==> src/rtl/four_bit_synchronous_counter.sv <==
// 4-bit synchronous up-counter in T-flip-flop carry-chain form with async active-low clear.
// Define COUNTER_TC_EN to add the combinational terminal-count output tc.

module four_bit_synchronous_counter_tff (
  input  logic clock,
  input  logic clear,
  input  logic t,
  output logic q
);
  always_ff @(posedge clock or negedge clear) begin
    if (!clear) q <= 1'b0;
    else if (t) q <= ~q;
  end
endmodule

module four_bit_synchronous_counter (
  input  logic       clock,
  input  logic       clear,
  input  logic       cnt_en,
  output logic [3:0] q
`ifdef COUNTER_TC_EN
  , output logic     tc
`endif
);
  localparam int WIDTH = 4;

  logic [WIDTH-1:0] toggle;
  logic [WIDTH-1:0] count;

  // Bit i toggles when enabled and every lower bit is 1; all bits share one clock.
  assign toggle[0] = cnt_en;

  genvar i;
  generate
    for (i = 1; i < WIDTH; i++) begin : g_carry
      assign toggle[i] = toggle[i-1] & count[i-1];
    end
    for (i = 0; i < WIDTH; i++) begin : g_bit
      four_bit_synchronous_counter_tff u_tff (
        .clock (clock),
        .clear (clear),
        .t     (toggle[i]),
        .q     (count[i])
      );
    end
  endgenerate

  assign q = count;

`ifdef COUNTER_TC_EN
  // High in the cycle whose next edge wraps F->0; usable as a cascade enable.
  assign tc = cnt_en & (count == 4'hF);
`endif

endmodule

==> config.mk <==
export PLATFORM = sky130hd
export DESIGN_NAME = four_bit_synchronous_counter
export DESIGN_NICKNAME = d
export VERILOG_FILES = /design/src/rtl/four_bit_synchronous_counter.sv
export SDC_FILE = /design/constraint.sdc
export NUM_CORES = 1
export LEC_CHECK = 0
export BUFFER_PORTS_ARGS = -buffer_cell sky130_fd_sc_hd__buf_2
export CORE_AREA = 2 2 39 41
export CTS_CLUSTER_SIZE = 30
export DETAILED_ROUTE_END_ITERATION = 8
export DIE_AREA = 0 0 41 43
export GPL_ROUTABILITY_DRIVEN = 0
export PLACE_DENSITY = 0.34
export SLEW_MARGIN = 20
export SYNTH_ARGS = -nofsm -noshare
export SYNTH_HDL_FRONTEND = slang
export SYNTH_SLANG_ARGS = --single-unit
==> constraint.sdc <==
create_clock -name clock -period 1 [get_ports clock]
set_input_delay 0.2 -clock clock [delete_from_list [all_inputs] [get_ports clock]]
set_output_delay 0.2 -clock clock [all_outputs]
set_load 0.005 [all_outputs]
==> results of run 1 <==
==> per-stage QoR <==
| stage | instance area [um^2] | util [%] |
|---|---|---|
| floorplan | 180.2 | - |
| global placement | 200.2 | 14.47 |
| detailed placement | 200.2 | 14.47 |
| CTS | 247.7 | 17.90 |
| global route | 255.2 | 18.44 |
| finish | 255.2 | 18.44 |
==> layout make-up <==
class,count,area [um^2]
Sequential cell,4,100.1
Timing Repair Buffer,10,62.56
Fill cell,153,1129
Clock buffer,3,22.52
Tap cell,16,20.02
Multi-Input combinational cell,7,50.05
==> routing by layer <==
layer / track usage, % / up-vias / wire length (um)
met5: 0 / - / 0
met4: 6.000 / 0 / 24
met3: 7.853 / 5 / 74
met2: 4.063 / 9 / 117
met1: 6.169 / 57 / 145
li1: - / 63 / -
==> worst register-to-register path: cells and delay by family, from the launching register on <==
family        cells  cell delay [ns]
flops             1             0.34
simple gates      1             0.11
buf+inv           1             0.13
xor+xnor          1             0.14
==> logic make-up (layout without fill, tap and decap cells) <==
kind of cell  after synthesis  after routing  share of synthesized area [%]
flops                       4              4                          55.56
simple gates                3              3                          8.331
buf+inv                     4             13                          16.67
xor+xnor                    4              4                          19.45
==> report_power, final <==
group          internal [mW]  total [mW]  leakage, nW  switching, mW
registers              0.249       0.291       0.0469         0.0422
logic                  0.208       0.353       0.0580          0.145
clock network          0.135       0.209       0.0138         0.0741
==> repair_timing <==
| item | 4_1_cts | 5_1_grt |
|---|---|---|
| hold buffers | 1 | 0 |
| endpoints found under the setup margin | 2 | 1 |
| buffers inserted | 2 | 1 |
| endpoints found under the hold margin | 4 | 0 |
==> how the worst max path moves through the flow <==
stage / startpoint / slack [ns] / cells past startpoint / to
after global routing: g_bit[3].u_tff.q / 0.03 / 1 / q[3]
after CTS: g_bit[2].u_tff.q / 0.02 / 1 / q[2]
after global placement: g_bit[0].u_tff.q / 0.22 / 2 / g_bit[3].u_tff.q
after floorplan: g_bit[0].u_tff.q / 0.25 / 2 / g_bit[3].u_tff.q
after detailed placement: g_bit[0].u_tff.q / 0.22 / 2 / g_bit[3].u_tff.q
final: g_bit[3].u_tff.q / 0.05 / 1 / q[3]
==> cell usage after synthesis <==
cell type	instances	area, um^2
dfrtp_1	4	100.1
nand2_1	1	3.750
buf_4	4	30.03
xor2_1	1	8.760
xnor2_1	3	26.28
nand3_1	1	5.000
nand4_1	1	6.260
==> results.toml, run 1 <==
[synthesis]
netlist_instances = 15
syn-mean-instance-area_um2 = 12.01
synth_cell_types = 7
synth_warnings = 0
synth_nets = 18
ys_seq_area_share_pct = 55.56
synth_area_um2 = 180.2
synth_seq_cells = 4

[worst_setup_path]
end_kind = "primary output"
setup.worst_path.start_class = "flop"
reg2reg_from = "g_bit[0].u_tff.q"
cp_slowest_stage_delay_ns = 0.38
critical_path_arrival_ns = 0.75
crit_chain = "buf_2"
worst-path-buf-inv = 1
crit_family = "flip-flops"
r2r-end = "g_bit[3].u_tff.q"
critPathSlowestCell = "dfrtp_1"
r2r_cells = 3
worstPathMaxFanout = 2
required_ns = 0.80
crit_type = "flop to primary output"
r2r_setup_slack_ns = 0.16

[sta]
layout_min_cycle_time_ns = 0.9520
maxSlewViolCount = 0
skew_ns = 0.0004290
finalSetupTns_ns = 0
post-route-period-util_pct = 95.20
max_freq_mhz = 1050
setup_viol = 0
worst_pin_slew_ns = 0.1189
hold_slack_ns = 0.1861
finalHoldViolCount = 0
slew_headroom_pct = 92.02
rsz0062_at_grt = "no"
setup_slack_ns = 0.04802

[placed_design]
dp.cells = 33
io_buffer_count = 6
dp_hpwl_um = 213
place_ws_ns = 0.2166

[finish]
area_delta_synth_final_pct = 41.67
largest_register_ffs = 4
drive_above_1_share_pct = 50.00
diodes = 0
layout.nets = 29
final_cell_mix = "buf_2 (6), dfrtp_1 (4), xnor2_1 (3), clkbuf_4 (3), buf_4 (3)"
reg_top3 = "g_bit.u_tff.q x4"
layout_commonest_cell = "buf_2"
regMostFlops = "g_bit.u_tff.q"
stdcell_count = 40

[floorplan]
ioPinCount = 7
die-area_mm2 = 0.001763
fp.dieW_um = 41
rows = 14
placeableCoreArea_mm2 = 0.001384
die_y_um = 43
start_util_pct = 13.02

[clock_tree]
post_cts_resized = 0
cts_buffers = 3
cts_buffer_depth = 2
clkSinkCount = 4
clk_pin_slew_ns = 0.04
root_buffer = "clkbuf_4"
worstSkewPairLatency_ns = 0.24
cts_tree = "built"
h-tree-depth = 1

[drt]
routed_wl_um = 361
wire_per_inst_um = 9.025
via_per_inst = 3.350
first_pass_iters = 2
drtIter0Drc = 2
via_count = 134
drc = 0
ant_nets = 0

[global_routing]
gr-total-overflow = 0
grt_pass1_wl_um = 524
antenna_found_initial = 0
first_global_vias = 111
grt_max_degree = 5
grt_use_total_pct = 5.639

[hold_path]
hold_depth = 2
hold_start = "cnt_en"
min_to = "g_bit[0].u_tff.q"
hold_class = "input pin to flop"

[power]
power_density_mw_per_mm2 = 3342
peakVddDrop_mv = 0.8001
p_total_mw = 0.8531
leakagePower_nw = 0.1187

[outcome]
status = "completed"

[job]
maxCapViolCount = 0
Power figures use the tool's default switching activity.
==> inputs of run 2 (changes only) <==
Settings changed: CAP_MARGIN set to 25.
Clock period 1 ns to 1.2 ns, I/O delays scaled along.
==> results.toml, run 2 (synthesis results as in run 1) <==
[finish]
largest_register_ffs = 4
diodes = 0
drive_above_1_share_pct = 42.86
area_delta_synth_final_pct = 29.17
regMostFlops = "g_bit.u_tff.q"
reg_top3 = "g_bit.u_tff.q x4"
layout.nets = 26
layout_commonest_cell = "buf_2"
final_cell_mix = "buf_2 (6), dfrtp_1 (4), xnor2_1 (3), clkbuf_4 (3)"

[worst_setup_path]
setup.worst_path.start_class = "flop"
crit_family = "flip-flops"
r2r_cells = 2
crit_type = "flop to primary output"
end_kind = "primary output"
crit_cells = 1
cp-startpoint = "g_bit[0].u_tff.q"
worstPathMaxFanout = 5
r2r_setup_slack_ns = 0.42
reg2reg_from = "g_bit[0].u_tff.q"
r2r-end = "g_bit[3].u_tff.q"
crit_end = "q[0]"
cp_slowest_stage_delay_ns = 0.41
crit_chain = "buf_2"
critical_path_arrival_ns = 0.79
critPathSlowestCell = "dfrtp_1"
worst-path-buf-inv = 1
required_ns = 0.96

[sta]
worst_pin_slew_ns = 0.1572
setup_viol = 0
rsz0062_at_grt = "no"
max_freq_mhz = 971.4
skew_ns = 0.0005441
layout_min_cycle_time_ns = 1.029
finalSetupTns_ns = 0
maxSlewViolCount = 0
post-route-period-util_pct = 85.79
finalHoldViolCount = 0
slew_headroom_pct = 89.52
setup_slack_ns = 0.1706
hold_slack_ns = 0.2346

[job]
maxCapViolCount = 0

[clock_tree]
cts_tree = "built"
worstSkewPairLatency_ns = 0.23
h-tree-depth = 1
cts_buffer_depth = 2
root_buffer = "clkbuf_4"
cts_buffers = 3
clk_pin_slew_ns = 0.04
clkSinkCount = 4

[floorplan]
die_y_um = 43
placeableCoreArea_mm2 = 0.001384
die-area_mm2 = 0.001763
rows = 14
ioPinCount = 7
fp.dieW_um = 41
start_util_pct = 13.02

[global_routing]
first_global_vias = 116
grt_use_total_pct = 5.141
grt_pass1_wl_um = 483
grt_max_degree = 6
antenna_found_initial = 0
gr-total-overflow = 0

[drt]
drtIter0Drc = 0
first_pass_iters = 1
wire_per_inst_um = 7.838
via_per_inst = 3.027
ant_nets = 0
drc = 0
via_count = 112
routed_wl_um = 290

[power]
intPower_mw = 0.4294
pwr-share-seq_pct = 44.9
peakVddDrop_mv = 0.4390
swShare_pct = 30.32
comb_power_share_pct = 28.5
pwr-share-clk_pct = 26.6
power_density_mw_per_mm2 = 2648
switching_power_mw = 0.1868
leakagePower_nw = 0.1043

[outcome]
status = "completed"

[hold_path]
hold_depth = 2
hold_class = "input pin to flop"

[placed_design]
place_ws_ns = 0.4060
io_buffer_count = 6
==> run 2: cell count changes in the layout (fill, tap and decap cells not counted), sizes merged <==
cell	before	now
buf	9	6
==> run 2: through the flow <==
stage | total power, mW | cell area (um^2) | cells | util [%]
finish | 0.6163 | 232.7 | 37 | 16.82
detailed placement | 0.4585 | 200.2 | 33 | 14.47
global placement | 0.4531 | 200.2 | 33 | 14.47
global route | 0.6710 | 232.7 | 37 | 16.82
CTS | 0.6353 | 232.7 | 37 | 16.82
floorplan | 0.4594 | 180.2 | 15 | -
==> run 2: layer usage <==
| layer | wire length [um] | GRT usage, % |
|---|---|---|
| met2 | 106 | 3.750 |
| met3 | 50 | 3.141 |
| met4 | 10 | 10.00 |
| met5 | 0 | 0 |
| met1 | 122 | 5.863 |
==> run 2: power by group through the flow <==
stage	clock network, mW	logic [mW]	registers [mW]
6_report	0.164	0.176	0.277
5_1_grt	0.182	0.195	0.294
4_1_cts	0.175	0.182	0.279
3_5_place_dp	0	0.178	0.280
3_3_place_gp	0	0.175	0.278
2_1_floorplan	0	0.191	0.268
==> run 2: area by class of cell <==
class / instances / area (um^2)
clock buffer: 3 / 22.52
sequential: 4 / 100.1
timing repair buffer: 7 / 40.04
tap: 16 / 20.02
multi-input combinational: 7 / 50.05
fill: 155 / 1151
==> run 2: worst min path at each step <==
stage | from | to | slack, ns
after floorplan | clear | g_bit[0].u_tff.q | -0.06
after global placement | clear | g_bit[3].u_tff.q | 0.05
after detailed placement | clear | g_bit[3].u_tff.q | 0.05
after CTS | cnt_en | g_bit[0].u_tff.q | 0.22
after global routing | cnt_en | g_bit[0].u_tff.q | 0.24
final | cnt_en | g_bit[0].u_tff.q | 0.23
==> run 2: repair_timing <==
| item | CTS | global route |
|---|---|---|
| hold buffers | 1 | 0 |
| endpoints found under the setup margin | 0 | 0 |
| setup buffers | 0 | 0 |
| hold endpoints to repair | 4 | 0 |
| gates resized for setup | 0 | 0 |
==> inputs of run 3 (changes only) <==
Settings changed: GPL_TIMING_DRIVEN set to 0.
==> results.toml, run 3 (synthesis results as in run 1) <==
[outcome]
status = "completed"

[global_routing]
antenna_found_initial = 0
gr-total-overflow = 0
first_global_vias = 118
grt_use_total_pct = 5.544
grt_pass1_wl_um = 517
grt_max_degree = 6

[floorplan]
die_y_um = 43
fp.dieW_um = 41
start_util_pct = 13.02
ioPinCount = 7
placeableCoreArea_mm2 = 0.001384
rows = 14
die-area_mm2 = 0.001763

[clock_tree]
clk_pin_slew_ns = 0.04
cts_tree = "built"
cts_buffer_depth = 2
root_buffer = "clkbuf_4"
post_cts_resized = 0
clkSinkCount = 4
h-tree-depth = 1
cts_buffers = 3
worstSkewPairLatency_ns = 0.23

[worst_setup_path]
worstPathMaxFanout = 4
end_kind = "primary output"
critical_path_arrival_ns = 0.89
crit_type = "flop to primary output"
setup.worst_path.start_class = "flop"
required_ns = 0.96

[drt]
routed_wl_um = 308
drtIter0Drc = 3
via_count = 128
via_per_inst = 3.048
ant_nets = 0
wire_per_inst_um = 7.333
drc = 0
first_pass_iters = 2

[finish]
multiInputGateArea_um2 = 50.05
seq_area_um2 = 100.1
layout_commonest_cell = "buf_2"
area_delta_synth_final_pct = 50.00
layout.nets = 31
reg_top3 = "g_bit.u_tff.q x4"
final_cell_mix = "buf_2 (6), buf_4 (5), dfrtp_1 (4), xnor2_1 (3), clkbuf_4 (3)"
diodes = 0
drive_above_1_share_pct = 53.85
fin_util_pct = 19.53
largest_register_ffs = 4
nFillCells = 157
regMostFlops = "g_bit.u_tff.q"

[sta]
finalSetupTns_ns = 0
skew_ns = 0.003190
worst_pin_slew_ns = 0.1431
slew_headroom_pct = 90.46
rsz0062_at_grt = "no"
finalHoldViolCount = 0
post-route-period-util_pct = 94.34
max_freq_mhz = 883.3
maxSlewViolCount = 0
setup_viol = 0
layout_min_cycle_time_ns = 1.132

[placed_design]
io_buffer_count = 6
dp_hpwl_um = 224.8

[hold_path]
hold_class = "input pin to flop"

[power]
leakagePower_nw = 0.1284
peakVddDrop_mv = 0.9042
power_density_mw_per_mm2 = 2742

[job]
maxCapViolCount = 0
## run 3: changes by cell type in the layout (fill, tap and decap cells not counted)
cell | before | now
buf_4 | 0 | 5
## run 3: layout make-up
class	instances	share of cell area (%)
Sequential cell	4	37.04
Buffer	4	11.11
Tap cell	16	7.407
Multi-Input combinational cell	7	18.52
Timing Repair Buffer	8	17.59
Clock buffer	3	8.333
## run 3: repair_timing
item / 4_1_cts / 5_1_grt
setup endpoints to repair: 0 / 1
hold buffers: 1 / 0
endpoints found under the hold margin: 4 / 0
buffers inserted: 0 / 1
## run 3: where the power goes
part | leakage (nW) | switching [mW] | total, mW | internal, mW
Sequential | 0.0469 | 0.0616 | 0.270 | 0.208
Combinational | 0.0677 | 0.0954 | 0.305 | 0.209
Clock | 0.0138 | 0.0549 | 0.167 | 0.112
Total | 0.128 | 0.212 | 0.741 | 0.529
## run 3: worst paths after layout
kind	slack (ns)	cells past startpoint	to	startpoint
worst max-delay path	0.07	2	q[1]	g_bit[1].u_tff.q
worst min-delay path	0.24	2	g_bit[0].u_tff.q	cnt_en
worst max register to register	0.35	3	g_bit[3].u_tff.q	g_bit[0].u_tff.q
worst min register to register	0.47	1	g_bit[3].u_tff.q	g_bit[3].u_tff.q
max in group asynchronous	0.72	2	g_bit[1].u_tff.q	clear
min in group asynchronous	0.35	2	g_bit[3].u_tff.q	clear
## run 3: metrics by stage
step                      cell area, um^2  hold slack [ns]  total power, mW  instances  setup slack [ns]
final                               270.3           0.2370           0.7411         42           0.06788
after global routing                270.3           0.2315           0.8092         42           0.01995
after CTS                           262.8           0.2290           0.7317         41           0.04056
after detailed placement            230.2          0.05100           0.5511         37            0.2952
after global placement              230.2          0.04720           0.5462         37            0.3008
after floorplan                     180.2         -0.05559           0.4594         15            0.4227
## run 3: worst max-delay path, cell delays in order, from the launching register on
cell and delay (ns):
dfrtp_1 0.41, buf_4 0.14, buf_2 0.11
## run 3: routing by layer
metal	wire, um	GRT usage [%]	vias up
met1	163	6.189	54
met3	41	9.424	0
met2	103	3.750	8
li1	-	-	66
met4	0	4.000	0
met5	0	0	-
